**config.mk**
```make
export PLATFORM = sky130hd
export DESIGN_NAME = pio_irq_servicer
export DESIGN_NICKNAME = d
export VERILOG_FILES = /design/src/rtl/pio_svc_pkg.sv /design/src/rtl/pio_irq_servicer_rr_arbiter.sv /design/src/rtl/pio_irq_servicer.sv
export SDC_FILE = /design/constraint.sdc
export NUM_CORES = 1
export LEC_CHECK = 0
export CAP_MARGIN = 20
export CELL_PAD_IN_SITES_DETAIL_PLACEMENT = 0
export CELL_PAD_IN_SITES_GLOBAL_PLACEMENT = 1
export CORE_MARGIN = 2
export CORE_UTILIZATION = 22
export CTS_CLUSTER_DIAMETER = 80
export CTS_CLUSTER_SIZE = 14
export DETAILED_ROUTE_END_ITERATION = 12
export GPL_TIMING_DRIVEN = 0
export HOLD_SLACK_MARGIN = 0.06
export PLACE_DENSITY_LB_ADDON = 0.1
export SLEW_MARGIN = 25
export SYNTH_ARGS = -nofsm -noshare
export SYNTH_HDL_FRONTEND = slang
export SYNTH_SLANG_ARGS = --single-unit
```
**constraint.sdc**
```tcl
create_clock -name clk -period 5.49 [get_ports clk]
set_clock_uncertainty 0.1 [all_clocks]
set_input_delay 1.098 -clock clk [delete_from_list [all_inputs] [get_ports clk]]
set_output_delay 1.098 -clock clk [all_outputs]
set_load 0.05 [all_outputs]
```
**src/rtl/pio_svc_pkg.sv**
```systemverilog
// rtl/pio_svc_pkg.sv - shared FSM states, PIO register map and counter helpers for pio_irq_servicer
package pio_svc_pkg;

   typedef enum logic [2:0] {
      S_IDLE,
      S_RD_CAP,
      S_WAIT_CAP,
      S_CLR,
      S_RD_DAT,
      S_WAIT_DAT,
      S_EMIT
   } svc_state_t;

   localparam logic [1:0] PIO_ADDR_DATA = 2'd0;
   localparam logic [1:0] PIO_ADDR_MASK = 2'd2;
   localparam logic [1:0] PIO_ADDR_CAP  = 2'd3;

   localparam int SPUR_CNT_W = 8;

   function automatic logic [SPUR_CNT_W-1:0] sat_inc(input logic [SPUR_CNT_W-1:0] v);
      return (&v) ? v : v + SPUR_CNT_W'(1);
   endfunction

endpackage

```
**src/rtl/pio_irq_servicer_rr_arbiter.sv**
```systemverilog
// rtl/pio_irq_servicer_rr_arbiter.sv - combinational round-robin arbiter
// Grants the first requester strictly after the last-grant pointer, wrapping around.
module rr_arbiter #(
   parameter int N   = 4,
   parameter int IDW = 2
) (
   input  logic [N-1:0]   req,
   input  logic [IDW-1:0] last,
   output logic [N-1:0]   gnt,
   output logic [IDW-1:0] gnt_idx,
   output logic           gnt_valid
);

   logic [IDW-1:0] j;

   always_comb begin
      gnt       = '0;
      gnt_idx   = '0;
      gnt_valid = 1'b0;
      j         = '0;
      for (int k = 1; k <= N; k++) begin
         j = IDW'((int'(last) + k) % N);
         if (!gnt_valid && req[j]) begin
            gnt_valid = 1'b1;
            gnt[j]    = 1'b1;
            gnt_idx   = j;
         end
      end
   end

endmodule

```
**src/rtl/pio_irq_servicer.sv**
```systemverilog
// rtl/pio_irq_servicer.sv - round-robin servicer for edge-capture PIO interrupts
// Define PIO_SVC_DATA_SNAP_EN to add the addr-0 data snapshot after each clear.
module pio_irq_servicer
   import pio_svc_pkg::*;
#(
   parameter int NUM_SRC = 4,
   parameter int PIO_W   = 2,
   parameter int SRC_IDW = $clog2(NUM_SRC)
) (
   input  logic                    clk,
   input  logic                    reset,
   input  logic [NUM_SRC-1:0]      src_irq,
   input  logic [NUM_SRC-1:0]      src_en,
   output logic [NUM_SRC-1:0]      m_chipselect,
   output logic [1:0]              m_address,
   output logic                    m_write_n,
   output logic [31:0]             m_writedata,
   input  logic [NUM_SRC*32-1:0]   m_readdata,
   output logic                    evt_valid,
   input  logic                    evt_ready,
   output logic [SRC_IDW-1:0]      evt_src,
   output logic [PIO_W-1:0]        evt_edges,
   output logic [PIO_W-1:0]        evt_data,
   output logic [SPUR_CNT_W-1:0]   spurious_cnt,
   output logic                    busy
);

   svc_state_t          state;
   logic [SRC_IDW-1:0]  rr_ptr;
   logic [SRC_IDW-1:0]  gnt_idx;
   logic [NUM_SRC-1:0]  gnt_oh;
   logic [NUM_SRC-1:0]  pending;
   logic [NUM_SRC-1:0]  arb_gnt;
   logic [SRC_IDW-1:0]  arb_idx;
   logic                arb_valid;
   logic [PIO_W-1:0]    rd_low [NUM_SRC];
   logic [PIO_W-1:0]    rd_slice;
   logic                unused_rd;

   assign pending = src_irq & src_en;

   rr_arbiter #(
      .N   (NUM_SRC),
      .IDW (SRC_IDW)
   ) u_arb (
      .req       (pending),
      .last      (rr_ptr),
      .gnt       (arb_gnt),
      .gnt_idx   (arb_idx),
      .gnt_valid (arb_valid)
   );

   always_comb begin
      for (int i = 0; i < NUM_SRC; i++) begin
         rd_low[i] = m_readdata[i*32 +: PIO_W];
      end
   end

   // Only the low PIO_W bits of each slave word carry information.
   assign unused_rd = ^m_readdata;
   assign rd_slice  = rd_low[gnt_idx];
   assign gnt_oh    = NUM_SRC'(1) << gnt_idx;
   assign busy      = (state != S_IDLE);

`ifdef PIO_SVC_DATA_SNAP_EN
   logic [PIO_W-1:0] data_q;
   assign evt_data = data_q;
`else
   assign evt_data = '0;
`endif

   always_ff @(posedge clk or posedge reset) begin
      if (reset) begin
         state        <= S_IDLE;
         rr_ptr       <= SRC_IDW'(NUM_SRC - 1);
         gnt_idx      <= '0;
         m_chipselect <= '0;
         m_address    <= PIO_ADDR_DATA;
         m_write_n    <= 1'b1;
         m_writedata  <= '0;
         evt_valid    <= 1'b0;
         evt_src      <= '0;
         evt_edges    <= '0;
         spurious_cnt <= '0;
`ifdef PIO_SVC_DATA_SNAP_EN
         data_q       <= '0;
`endif
      end else begin
         case (state)
            S_IDLE: begin
               if (arb_valid) begin
                  gnt_idx      <= arb_idx;
                  m_chipselect <= arb_gnt;
                  m_address    <= PIO_ADDR_CAP;
                  m_write_n    <= 1'b1;
                  state        <= S_RD_CAP;
               end
            end
            S_RD_CAP: begin
               m_chipselect <= '0;
               state        <= S_WAIT_CAP;
            end
            S_WAIT_CAP: begin
               if (rd_slice == '0) begin
                  spurious_cnt <= sat_inc(spurious_cnt);
                  rr_ptr       <= gnt_idx;
                  state        <= S_IDLE;
               end else begin
                  evt_edges    <= rd_slice;
                  m_chipselect <= gnt_oh;
                  m_address    <= PIO_ADDR_CAP;
                  m_write_n    <= 1'b0;
                  m_writedata  <= {{(32-PIO_W){1'b0}}, rd_slice};
                  state        <= S_CLR;
               end
            end
            S_CLR: begin
               m_write_n <= 1'b1;
`ifdef PIO_SVC_DATA_SNAP_EN
               m_chipselect <= gnt_oh;
               m_address    <= PIO_ADDR_DATA;
               state        <= S_RD_DAT;
`else
               m_chipselect <= '0;
               evt_valid    <= 1'b1;
               evt_src      <= gnt_idx;
               state        <= S_EMIT;
`endif
            end
`ifdef PIO_SVC_DATA_SNAP_EN
            S_RD_DAT: begin
               m_chipselect <= '0;
               state        <= S_WAIT_DAT;
            end
            S_WAIT_DAT: begin
               data_q    <= rd_slice;
               evt_valid <= 1'b1;
               evt_src   <= gnt_idx;
               state     <= S_EMIT;
            end
`endif
            S_EMIT: begin
               // Bus stays quiet while stalled; new edges wait in the slaves.
               if (evt_ready) begin
                  evt_valid <= 1'b0;
                  rr_ptr    <= gnt_idx;
                  state     <= S_IDLE;
               end
            end
            default: begin
               m_chipselect <= '0;
               m_write_n    <= 1'b1;
               evt_valid    <= 1'b0;
               state        <= S_IDLE;
            end
         endcase
      end
   end

endmodule

```
After elaboration in Yosys (flattened, before gate mapping) --
Cells that the tools add are included.
Storage, ports and cells: logic and storage cells 119, register bits 27
Operators by class: reduce and logical (&&, ||, !) cells 27, shift operators 1, add/subtract/negate cells 5, equal/unequal tests 8, bitwise operators 10, muxes and demuxes 49, magnitude comparators 9
Operators by type and width (number):
- two-way mux 4 bit | 6
- two-way mux 2 bit | 11
- two-way mux 1 bit | 15
- case mux 3 bit (5 select lines) | 1
- AND reduction 3 bit | 5
- less-than comparator 2 x 3 -> 1 bit (second input constant) | 4
- OR 4 bit | 3
- case mux 4 bit (3 select lines) | 1
- adder 8 x 1 -> 8 bit (second input constant) | 1
- binary-select mux 1 bit (select 2 bit) | 4
- demux 1 bit (select 2 bit) | 4
- >= comparator 2 x 1 -> 1 bit (second input constant) | 4
- != test 2 bit (second input constant) | 4
- case mux 2 bit (2 select lines) | 2
- AND reduction 2 bit | 4
- AND reduction 8 bit | 1
- logical AND 1 bit | 7
- equality test 3 x 2 -> 1 bit (second input constant) | 2
- two-way mux 3 bit | 2
- case mux 1 bit (3 select lines) | 2
- inverter 1 bit | 5
- adder 2 x 1 -> 2 bit (second input constant) | 2
- adder 2 bit (second input constant) | 2
- bitwise AND 4 bit | 1
- 13 further kinds | 16

Logic depth before layout (Yosys ltp) --
depth in word-level cells 15, gate-level depth with buffers 8, depth with buffers taken out 7

Hierarchy --
Synthesis repeated with hierarchy kept, for this count alone.
Second synthesis, totals: cell total of the unflattened synthesis 219, area total of the unflattened synthesis 2103.3 um^2
By module, submodules not included:
- pio_irq_servicer | sequential area each 654.4 um^2, area each 1577.8 um^2, times used 1, cells an instance 151
- rr_arbiter | sequential area each 0.0 um^2, area each 525.5 um^2, times used 1, cells an instance 68

Worst setup path after synthesis --
No wires, ideal clock.
path type input to register, start in m_readdata[96], end reg spurious_cnt[1], cell stages on the path 5, arrival 2.377 ns, slack 2.888 ns, required time 5.265 ns, path through mux4_2 -> nor2_1 -> and3_1 -> buf_6 -> mux2_2
Between the ends: word-level cells in the longest chain between the ends 5
RTL lines:
- start, declared | line pio_irq_servicer.sv:18 | input logic [NUM_SRC*32-1:0] m_readdata,
- binary-select mux 2 bit (select 2 bit) | line pio_irq_servicer.sv:61 | assign rd_slice = rd_low[gnt_idx];
- two-way mux 2 bit (implied by the code) (2 in a row) | line pio_irq_servicer.sv:61
- zero test 2 bit | line pio_irq_servicer.sv:104 | if (rd_slice == '0) begin
- AND reduction 3 bit (no source line)
- end signal, assigned | line pio_irq_servicer.sv:105 | spurious_cnt <= sat_inc(spurious_cnt);
- end, declared | line pio_irq_servicer.sv:24 | output logic [SPUR_CNT_W-1:0] spurious_cnt,
No other way between the ends. The select of a mux whose other input is x is not followed. A chain may end at the register's enable or synchronous reset.

Worst setup path after layout --
start reg state[1], end out busy
Between the ends: word-level cells in the longest chain between the ends 1
RTL lines:
- start, declared | line pio_irq_servicer.sv:28 | svc_state_t state;
- start signal, assigned | line pio_irq_servicer.sv:74 | state <= S_IDLE;
- start signal, assigned | line pio_irq_servicer.sv:96 | state <= S_RD_CAP;
- start signal, assigned | line pio_irq_servicer.sv:101 | state <= S_WAIT_CAP;
- nonzero test 3 bit | line pio_irq_servicer.sv:63 | assign busy = (state != S_IDLE);
- end, declared | line pio_irq_servicer.sv:25 | output logic busy
No other way between the ends.

==> reports/metrics.yaml <==
setup_path:
  start_kind: "flip-flop"
  crit-reg2reg-launch: "rr_ptr[1]"
  path_max_fanout: 10
  end_kind: "output port"
  critPathKind: "flip-flop to output port"
  worstPathArrival_ns: 2.22
  cp-startpoint: "state[1]"
  cp.required_ns: 4.29
clocking:
  path_clk_slew_ns: 0.09
  cts_setup_buffers: 0
  cts_buffers: 3
  ctsHoldBuffers: 0
  cts_resized: 0
  cts.sinks: 26
  clockRootBuffer: "clkbuf_8"
  cts_buffer_depth: 2
  ctsHtreeMaxLevel: 1
  cts_tree: "built"
  clk-insertion-delay-late_ns: 0.26
die:
  initial_core_util_pct: 22.4
  die_area_sq_um: 10100
  die_y_um: 101
  num_rows: 35
  coreArea_sq_um: 9150
  die_w_um: 101
  ioPinCount: 194
logic_synthesis:
  synth_top_area_share_pct: 28.1
  ys_seq_area_share_pct: 31.9
  yosysUniqueCellTypes: 48
  synth-edff-count: 0
  synth_area_leaders: "dfrtp_1 (28%), buf_4 (13%), mux4_2 (6.6%)"
  yosys_warnings: 0
  synthMostInstantiatedCell: "buf_4"
  synth_flop_cell: "dfrtp_1"
  syn_inst: 218
  synth-seq-cells: 26
  ys_async_sr_fraction_pct: 100
  synth.largest_area_cell: "dfrtp_1"
  synthesis.area_sq_um: 2050
  synth_commonest_cells: "buf_4 (35), dfrtp_1 (23), nand2_1 (20), nor2_1 (13)"
  synth_area_per_cell_sq_um: 9.41
routing:
  totalWireLength_mm: 5.17
  drtPass1Iterations: 4
  wl_per_cell_um: 12.8
  drtAntennaViolNets: 0
  dr_total_vias: 1721
  dr.first_iter.drc_count: 72
  drc_errors: 0
  via_per_inst: 4.25
layout:
  num-fill-cells: 1003
  final_nets: 443
  n_antenna_cell: 0
  drive_gt1_share_pct: 22.4
  synthToLayoutAreaGrowth_pct: 34.7
power:
  vdd_drop_max_mv: 0.167
  power_leakage_nw: 1.20
  power.density_nw_per_um2: 520
  power_mw: 1.44
timing:
  period_needed_ns: 3.42
  whs_ns: 0.393
  final_hold_viol_count: 0
  grt_setup_unrepaired: "false"
  setup_tns_ns: 0
  slew_headroom_pct: 46.7
  period_share_pct: 62.2
  final_max_slew_viol_count: 0
  finalSetupViolations: 0
  fmax_mhz: 293
  tightest_slew_ns: 0.793
global_routing:
  grt_pass1_wl_mm: 8.38
  antenna_found_initial: 0
  grt_pass1_vias: 1647
  grt_usage_pct: 10.3
  gr-total-overflow: 0
  grt_max_degree: 27
place:
  io_buffers: 41
  gp_congestion: 0.761
  hpwl_mm: 4.09
status:
  status: "complete, no violations"
run:
  drv_cap: 0
worst_hold_path:
  worstHoldPathType: "flip-flop to flip-flop"
  holdCritStartpoint: "evt_valid"
## sequential cells by signal, indices dropped and copies added, names as in the netlist, 2 cells and up
| signal | cells |
|---|---|
| spurious_cnt | 8 |
| gnt_idx | 2 |
| evt_edges | 2 |
| evt_src | 2 |
| rr_ptr | 2 |
| m_chipselect | 4 |
| state | 3 |
## metal layers
layer | track usage (%) | wire (um)
met1 | 14.0 | 2540
met2 | 17.4 | 2290
met4 | 0.948 | 24
met3 | 2.50 | 316
met5 | 0 | 0
## path summary, 6_finish.rpt
path | slack, ns | depth (start not counted) | to
worst min register to register | 0.39 | 2 | evt_valid
worst min-delay path | 0.39 | 2 | evt_valid
max in group asynchronous | 3.81 | 2 | rr_ptr[1]
worst max-delay path | 2.07 | 4 | busy
worst max register to register | 2.60 | 8 | gnt_idx[0]
min in group asynchronous | 1.10 | 2 | spurious_cnt[7]
## through the flow
stage,std cells,instance area [sq um],setup WS [ns],utilization (%)
6_report,405,2760,2.07,30.2
4_1_cts,405,2760,2.02,30.2
5_1_grt,405,2760,1.90,30.2
2_1_floorplan,249,2170,2.89,-
3_3_place_gp,401,2720,2.20,29.7
3_5_place_dp,401,2720,2.20,29.7
## where the power goes
part           switching [mW]  leakage, nW  total, mW  internal (mW)
Combinational           0.609        0.866      0.979          0.370
Clock                  0.0610       0.0228      0.113         0.0519
Sequential             0.0681        0.314      0.345          0.277
Total                   0.738         1.20       1.44          0.699
## final cells by class
type	count	area, sq um	share of cell area, %
multi-input cells	170	1160	41.9
flip-flops and latches	26	654	23.7
repair buffers	41	410	14.9
plain buffers	43	318	11.5
well taps	111	139	5.03
clock buffers	4	45.0	1.63
inverters	10	37.5	1.36
## cell families after synthesis
logic type | Yosys count | synth area share, %
fa+ha+maj | 9 | 5.49
buf+inv | 53 | 17.3
flops | 26 | 31.9
mux | 13 | 10.4
simple gates | 74 | 18.9
compound gates | 35 | 12.8
other cells | 1 | 0.183
xor+xnor | 7 | 2.99
## cell usage in the layout, fill, tap and decap left out, types with 5 or more instances in the layout
cell type,instances
clkdlybuf4s50_1,41
mux2_2,6
ha_1,9
xnor2_1,6
nor2_1,13
conb_1,32
dfrtp_1,23
o21ai_0,8
nand4_1,7
nand2_1,20
mux4_2,6
and2_1,5
nand3_1,5
inv_1,8
buf_4,35
## worst max-delay path: stages (launching register included)
cell	delay, ns
dfrtp_1	0.36
buf_2	0.16
nor3_2	0.51
inv_1	0.18
clkdlybuf4s50_1	0.75
Note: power is estimated with default switching activity, not from simulation.
